==> src/rtl/keccak_pkg.sv <==
// rtl/keccak_pkg.sv - shared lane width, state type and pad constants for the absorb controller
package keccak_pkg;

    // Lane width in bits and bytes per lane
    localparam int w   = 64;
    localparam int BPW = w / 8;

    // Final pad bit of the rate block, lands in the top byte of the last lane
    localparam logic [7:0] PAD_END    = 8'h80;
    // SHAKE domain separation byte
    localparam logic [7:0] DS_DEFAULT = 8'h1F;

    typedef enum logic [1:0] {
        ST_IDLE   = 2'd0,
        ST_ABSORB = 2'd1,
        ST_PAD    = 2'd2,
        ST_PERM   = 2'd3
    } absorb_state_t;

endpackage

==> src/rtl/absorb_byte_counter.sv <==
// rtl/absorb_byte_counter.sv - per-message remaining byte count with final-word detection
module absorb_byte_counter
    import keccak_pkg::*;
#(
    parameter int WIDTH = 32
) (
    input  logic                   clk,
    input  logic                   rst,
    input  logic                   load,
    input  logic [WIDTH-1:0]       load_val,
    input  logic                   dec,
    output logic                   final_word,
    output logic [$clog2(BPW):0]   final_bytes,
    output logic                   has_data
);

    localparam int FBW = $clog2(BPW) + 1;
    localparam logic [WIDTH-1:0] BPW_W = WIDTH'(BPW);

    logic [WIDTH-1:0] bytes_q, bytes_d;

    // Next count: reload on a new message, otherwise drop one word's worth, never below zero
    always_comb begin
        bytes_d = bytes_q;
        if (load) begin
            bytes_d = load_val;
        end else if (dec) begin
            bytes_d = (bytes_q > BPW_W) ? (bytes_q - BPW_W) : '0;
        end
    end

    // Count register
    always_ff @(posedge clk) begin
        if (rst) begin
            bytes_q <= '0;
        end else begin
            bytes_q <= bytes_d;
        end
    end

    assign final_word  = (bytes_q <= BPW_W);
    assign final_bytes = final_word ? bytes_q[FBW-1:0] : FBW'(BPW);
    assign has_data    = (bytes_q != '0);

endmodule

==> src/rtl/keccak_absorb_ctrl.sv <==
// rtl/keccak_absorb_ctrl.sv - absorb sequencer, padding enabled by KECCAK_ABSORB_PAD_EN
module keccak_absorb_ctrl
    import keccak_pkg::*;
#(
    parameter int         WIDTH      = 32,
    parameter int         RATE_LANES = 21,
    parameter logic [7:0] DS         = DS_DEFAULT
) (
    input  logic                          clk,
    input  logic                          rst,
    input  logic                          start,
    input  logic [WIDTH-1:0]              msg_len,
    output logic                          busy,
    input  logic                          in_valid,
    output logic                          in_ready,
    input  logic [w-1:0]                  in_data,
    output logic                          absorb_valid,
    output logic [$clog2(RATE_LANES)-1:0] absorb_lane,
    output logic [w-1:0]                  absorb_data,
    output logic                          perm_start,
    input  logic                          perm_done,
    output logic                          done
);

    localparam int LW  = $clog2(RATE_LANES);
    localparam int FBW = $clog2(BPW) + 1;
    localparam logic [LW-1:0] LAST_LANE = LW'(RATE_LANES - 1);

    absorb_state_t  state_q;
    logic [LW-1:0]  lane_q;
    logic           ds_pending_q;
    logic           pad_done_q;
    logic           perm_start_q;
    logic           done_q;

    logic           accept;
    logic           perm_ack;
    logic           last_lane;
    logic           final_word;
    logic [FBW-1:0] final_bytes;
    logic           has_data;
    logic [w-1:0]   word_data;

    assign accept    = (state_q == ST_ABSORB) && in_valid;
    // The launch cycle itself never completes a permutation
    assign perm_ack  = (state_q == ST_PERM) && perm_done && !perm_start_q;
    assign last_lane = (lane_q == LAST_LANE);

    absorb_byte_counter #(.WIDTH(WIDTH)) u_byte_counter (
        .clk         (clk),
        .rst         (rst),
        .load        ((state_q == ST_IDLE) && start),
        .load_val    (msg_len),
        .dec         (accept),
        .final_word  (final_word),
        .final_bytes (final_bytes),
        .has_data    (has_data)
    );

    // Lane value: raw input word, or masked/padded final word, or a pure pad lane
    always_comb begin
        word_data = '0;
        if (state_q == ST_ABSORB) begin
            word_data = in_data;
`ifdef KECCAK_ABSORB_PAD_EN
            if (final_word) begin
                for (int b = 0; b < BPW; b++) begin
                    if (b >= int'(final_bytes)) word_data[8*b +: 8] = 8'h00;
                    if (b == int'(final_bytes)) word_data[8*b +: 8] = DS;
                end
                if ((final_bytes != FBW'(BPW)) && last_lane) begin
                    word_data[w-1 -: 8] = word_data[w-1 -: 8] ^ PAD_END;
                end
            end
`endif
        end
`ifdef KECCAK_ABSORB_PAD_EN
        else if (state_q == ST_PAD) begin
            if (ds_pending_q) word_data[7:0] = DS;
            if (last_lane) word_data[w-1 -: 8] = word_data[w-1 -: 8] ^ PAD_END;
        end
`else
    end

    logic unused_pad_bits;
    assign unused_pad_bits = ^{final_bytes, DS, PAD_END, ds_pending_q};

    always_comb begin
`endif
    end

    assign busy         = (state_q != ST_IDLE);
    assign in_ready     = (state_q == ST_ABSORB);
    assign absorb_valid = accept || (state_q == ST_PAD);
    assign absorb_lane  = absorb_valid ? lane_q : '0;
    assign absorb_data  = absorb_valid ? word_data : '0;
    assign perm_start   = perm_start_q;
    assign done         = done_q;

    // Sequencer: lane bookkeeping, pad tracking and permutation handshake
    always_ff @(posedge clk) begin
        if (rst) begin
            state_q      <= ST_IDLE;
            lane_q       <= '0;
            ds_pending_q <= 1'b0;
            pad_done_q   <= 1'b0;
            perm_start_q <= 1'b0;
            done_q       <= 1'b0;
        end else begin
            perm_start_q <= 1'b0;
            done_q       <= 1'b0;
            case (state_q)
                ST_IDLE: begin
                    if (start) begin
                        lane_q       <= '0;
                        pad_done_q   <= 1'b0;
                        ds_pending_q <= 1'b0;
                        if (msg_len == '0) begin
`ifdef KECCAK_ABSORB_PAD_EN
                            state_q      <= ST_PAD;
                            ds_pending_q <= 1'b1;
`else
                            done_q       <= 1'b1;
`endif
                        end else begin
                            state_q <= ST_ABSORB;
                        end
                    end
                end
                ST_ABSORB: begin
                    if (accept) begin
                        if (last_lane) begin
                            lane_q       <= '0;
                            state_q      <= ST_PERM;
                            perm_start_q <= 1'b1;
                        end else begin
                            lane_q <= lane_q + LW'(1);
                        end
`ifdef KECCAK_ABSORB_PAD_EN
                        if (final_word) begin
                            if (final_bytes == FBW'(BPW)) ds_pending_q <= 1'b1;
                            else if (last_lane)           pad_done_q   <= 1'b1;
                            if (!last_lane) state_q <= ST_PAD;
                        end
`else
                        if (final_word) begin
                            pad_done_q   <= 1'b1;
                            lane_q       <= '0;
                            state_q      <= ST_PERM;
                            perm_start_q <= 1'b1;
                        end
`endif
                    end
                end
                ST_PAD: begin
                    ds_pending_q <= 1'b0;
                    if (last_lane) begin
                        pad_done_q   <= 1'b1;
                        lane_q       <= '0;
                        state_q      <= ST_PERM;
                        perm_start_q <= 1'b1;
                    end else begin
                        lane_q <= lane_q + LW'(1);
                    end
                end
                default: begin
                    if (perm_ack) begin
                        if (pad_done_q) begin
                            done_q  <= 1'b1;
                            state_q <= ST_IDLE;
                        end else if (has_data) begin
                            state_q <= ST_ABSORB;
                        end
`ifdef KECCAK_ABSORB_PAD_EN
                        else begin
                            state_q <= ST_PAD;
                        end
`endif
                    end
                end
            endcase
        end
    end

endmodule

==> config.mk <==
export PLATFORM = sky130hd
export DESIGN_NAME = keccak_absorb_ctrl
export DESIGN_NICKNAME = d
export VERILOG_FILES = /design/src/rtl/keccak_pkg.sv /design/src/rtl/absorb_byte_counter.sv /design/src/rtl/keccak_absorb_ctrl.sv
export SDC_FILE = /design/constraint.sdc
export NUM_CORES = 1
export LEC_CHECK = 0
export ABC_AREA = 1
export BUFFER_PORTS_ARGS = -buffer_cell sky130_fd_sc_hd__buf_2
export CAP_MARGIN = 30
export CORE_MARGIN = 2
export CORE_UTILIZATION = 40
export DETAILED_ROUTE_END_ITERATION = 10
export GPL_TIMING_DRIVEN = 1
export PLACE_DENSITY = 0.7
export SLEW_MARGIN = 30
export SYNTH_ARGS = -nofsm -noshare
export SYNTH_HDL_FRONTEND = slang
export SYNTH_SLANG_ARGS = --single-unit
==> constraint.sdc <==
create_clock -name clk -period 4.7 [get_ports clk]
set_input_delay 0.705 -clock clk [delete_from_list [all_inputs] [get_ports clk]]
set_output_delay 0.705 -clock clk [all_outputs]
set_load 0.005 [all_outputs]
==> reports/results.md <==
Floorplan
- 35 — Cell Rows
- 100 microns — floorplan die height
- 0.00911 sq mm — placeable core area
- 0.406 — effective utilization at floorplan
- 175 — number of placed I/O pins
- 0.0100 sq mm — full die area
- 100 microns — horizontal die dimension

Synth
- 35 — number of distinct library cell variants in the gate-level netlist after synthesis
- sky130_fd_sc_hd__dfxtp_1 — ys flop type
- 0.227 — area fraction of the dominant cell type after synthesis
- 0.00370 sq mm — netlist area before placement
- 0 — fraction of synthesis flops using an asynchronous set or reset pin
- 42 — number of storage elements in the synthesis netlist
- 762 — post-synth net total
- 0 — Syn. warnings
- 0.227 — Seq/Total Area, Yosys
- 653 — count of mapped cells out of synthesis
- sky130_fd_sc_hd__dfxtp_1 (23%), sky130_fd_sc_hd__nand2_1 (18%), sky130_fd_sc_hd__nor2_1 (16%) — top cells by area in the synthesized netlist
- sky130_fd_sc_hd__dfxtp_1 — most area-hungry cell type in the Yosys netlist
- 0 — number of synthesized flops with an enable pin
- 5.67 sq um — Post-Synthesis Mean Instance Area

Critical path
- flip-flop — Startpoint Class
- 70 — CP max FO
- state_q[1] — first element of the critical path
- u_byte_counter.bytes_q[29] — worst r2r dst
- state_q[0] — beginning of the worst register-to-register path
- 2430 ps — Worst EP arrival
- 9 — worst r2r path cells
- primary output — CP endpoint kind
- reg -> out — crit path kind
- 3990 ps — data required time at the worst endpoint
- 1970 ps — reg2reg setup slack
- absorb_data[26] — timing endpoint of the critical path

CTS
- sky130_fd_sc_hd__clkbuf_8 — clock root buffer master
- 0 — number of buffers added to fix hold violations after cts
- 42 — clock tree sinks
- 2 — Max H-tree Level
- 80 ps — clock transition time at the flip-flop clock pins of the worst setup and hold paths
- 5 — CTS Buf Count
- built — clock tree from TritonCTS
- 0 — number of gates resized after cts
- 300 ps — clock latency at the later pin of the worst-skew pair
- 2 — Clock Path Buffers
- 0 — number of setup buffers added after CTS

Outcome
- finished, final reports clean — run status

Detailed routing
- 12600 microns — post-detailed-routing wire length
- 0 — remaining number of nets flagged by the antenna check after routing
- 4.99 — Via-to-Cell Ratio
- 4594 — total vias in the final route
- 13.7 microns — WL/cell
- 5 — 1st-pass router iterations
- 0 — DRC violation count after routing
- 285 — count of routing violations after the opening detailed-route iteration

Placed design
- 9980 microns — HPWL after DPL
- 0.00461 sq mm — placed standard-cell area
- 174 — # port buffers
- 1.01 — global placer's final weighted congestion
- 913 — placed insts
- 1700 ps — minimum setup slack after placement

STA
- 11.0 ps — worst clock skew
- 0.668 — crit share post-route
- 796 ps — transition time of the tightest slew-check pin
- 0 — Max Transition Viols Final
- 0 ps — final-layout setup total negative slack
- 319 MHz — highest clock frequency the design can meet
- 3140 ps — min Tclk post-route
- 0 — final setup violating endpoints
- 0 — hold violation count in the final report
- no — setup repair after global routing missed its margin
- 468 ps — Min Hold Slack
- 0.469 — Rel. slew slack
- 1560 ps — PnR worst setup slack

Finish
- 841 sq um — register area
- 0.289 — fraction of final layout cells sized beyond drive strength 1
- 0.00469 sq mm — post-route cell area
- 26.7% — Layout Area Growth over Synthesis
- 0.00250 sq mm — footprint of the multi-input gates
- 970 — number of fillers in the final layout
- 918 — Net count, final
- 0.515 — final core utilization
- 921 — count of placed standard cells in the final layout, fillers left out

Hold path
- reg -> reg — Hold Crit Class

Job
- 0 — Max Cap Violations

Pwr
- 1.70 mW — Power Total
- 364 mW/mm^2 — Cell Pwr Density
- 2.39 nW — standby leakage power
- 268 uV — peak supply drop

GRT
- 0 — grt total ovfl
- 1 — antenna violations before repair
- 19000 microns — wire length of the first global-routing pass
- 4013 — number of global-route vias before repair
- 71 — maximum number of pins on one net before global-route repair
- 0.238 — GRT Resource Usage Total

## area by class of cell
class                      count  area share
inverter                      65      0.0520
antenna                        1    0.000534
sequential                    42       0.179
clock inverter                 2     0.00214
clock buffer                   5      0.0147
tap                          111      0.0296
multi-input combinational    519       0.533
timing repair buffer         176       0.189
## cell usage after synthesis, types with 11 or more instances
cell and count:
sky130_fd_sc_hd__dfxtp_1 42, sky130_fd_sc_hd__nand3_1 34, sky130_fd_sc_hd__nand2_2 13, sky130_fd_sc_hd__a21oi_1 34, sky130_fd_sc_hd__nor2_1 160, sky130_fd_sc_hd__o21ai_0 20, sky130_fd_sc_hd__inv_1 62, sky130_fd_sc_hd__nor2_2 17
sky130_fd_sc_hd__xor2_1 14, sky130_fd_sc_hd__nand2_1 173, sky130_fd_sc_hd__buf_2 11, sky130_fd_sc_hd__clkbuf_1 13
## worst min path at each step
stage | start | endpoint | cells past startpoint
floorplan | u_byte_counter.bytes_q[1] | u_byte_counter.bytes_q[1] | 2
global placement | u_byte_counter.bytes_q[2] | u_byte_counter.bytes_q[2] | 2
detailed placement | u_byte_counter.bytes_q[1] | u_byte_counter.bytes_q[1] | 2
CTS | u_byte_counter.bytes_q[1] | u_byte_counter.bytes_q[1] | 2
global route | u_byte_counter.bytes_q[1] | u_byte_counter.bytes_q[1] | 2
finish | u_byte_counter.bytes_q[1] | u_byte_counter.bytes_q[1] | 2
## state kept, by name, summed over array words and instances, names as in the netlist
register / flops
pad_done_q: 1
state_q: 2
lane_q: 5
done: 1
perm_start: 1
u_byte_counter.bytes_q: 32
## critical path, cell delays in order (launching register included)
cell and delay (ps):
sky130_fd_sc_hd__dfxtp_1 390, sky130_fd_sc_hd__inv_1 100, sky130_fd_sc_hd__ha_2 180, sky130_fd_sc_hd__nand2_1 360, sky130_fd_sc_hd__inv_1 200, sky130_fd_sc_hd__nor2_4 100
sky130_fd_sc_hd__buf_4 510, sky130_fd_sc_hd__nor2_1 110, sky130_fd_sc_hd__buf_2 160
## layout by cell type (no fill, tap or decap), types with 3 or more instances in the layout
cell / netlist / final
sky130_fd_sc_hd__a21oi_1: 34 / 34
sky130_fd_sc_hd__buf_2: 11 / 174
sky130_fd_sc_hd__clkbuf_8: 0 / 5
sky130_fd_sc_hd__dfxtp_1: 42 / 42
sky130_fd_sc_hd__ha_1: 8 / 7
sky130_fd_sc_hd__inv_1: 62 / 62
sky130_fd_sc_hd__inv_2: 3 / 3
sky130_fd_sc_hd__nand2_1: 173 / 173
sky130_fd_sc_hd__nand2_2: 13 / 13
sky130_fd_sc_hd__nand2_4: 3 / 3
sky130_fd_sc_hd__nand3_1: 34 / 34
sky130_fd_sc_hd__nand3_2: 3 / 3
sky130_fd_sc_hd__nand4_1: 7 / 7
sky130_fd_sc_hd__nor2_1: 160 / 160
sky130_fd_sc_hd__nor2_2: 17 / 16
sky130_fd_sc_hd__nor2_4: 5 / 6
sky130_fd_sc_hd__nor3_1: 3 / 3
sky130_fd_sc_hd__o21ai_0: 20 / 20
sky130_fd_sc_hd__o21ai_1: 3 / 3
sky130_fd_sc_hd__o22ai_1: 8 / 8
sky130_fd_sc_hd__xor2_1: 14 / 14
## where the power goes
group	switching [mW]	leakage, nW	internal [mW]
Combinational	0.673	2.00	0.327
Sequential	0.0629	0.345	0.411
Clock	0.130	0.0438	0.100
Total	0.866	2.39	0.838
## routing by layer
layer | up-vias | track usage | wire length (microns)
li1 | 2335 | - | -
met1 | 2041 | 0.286 | 5220
met2 | 186 | 0.419 | 6120
met3 | 32 | 0.0348 | 839
met4 | 0 | 0.107 | 431
met5 | - | 0 | 0
## kinds of logic (layout without fill, tap and decap cells)
logic type | Yosys count | after routing | synth area share
other | 0 | 1 | 0
and+or+nand+nor | 423 | 423 | 0.500
xor gates and xnor gates | 16 | 16 | 0.0379
AOI/OAI and AO/OA | 72 | 72 | 0.108
DFF | 42 | 42 | 0.227
adders and majority gates | 8 | 8 | 0.0270
buffers and inverters | 92 | 248 | 0.100
(Power assumes the default switching activity.)
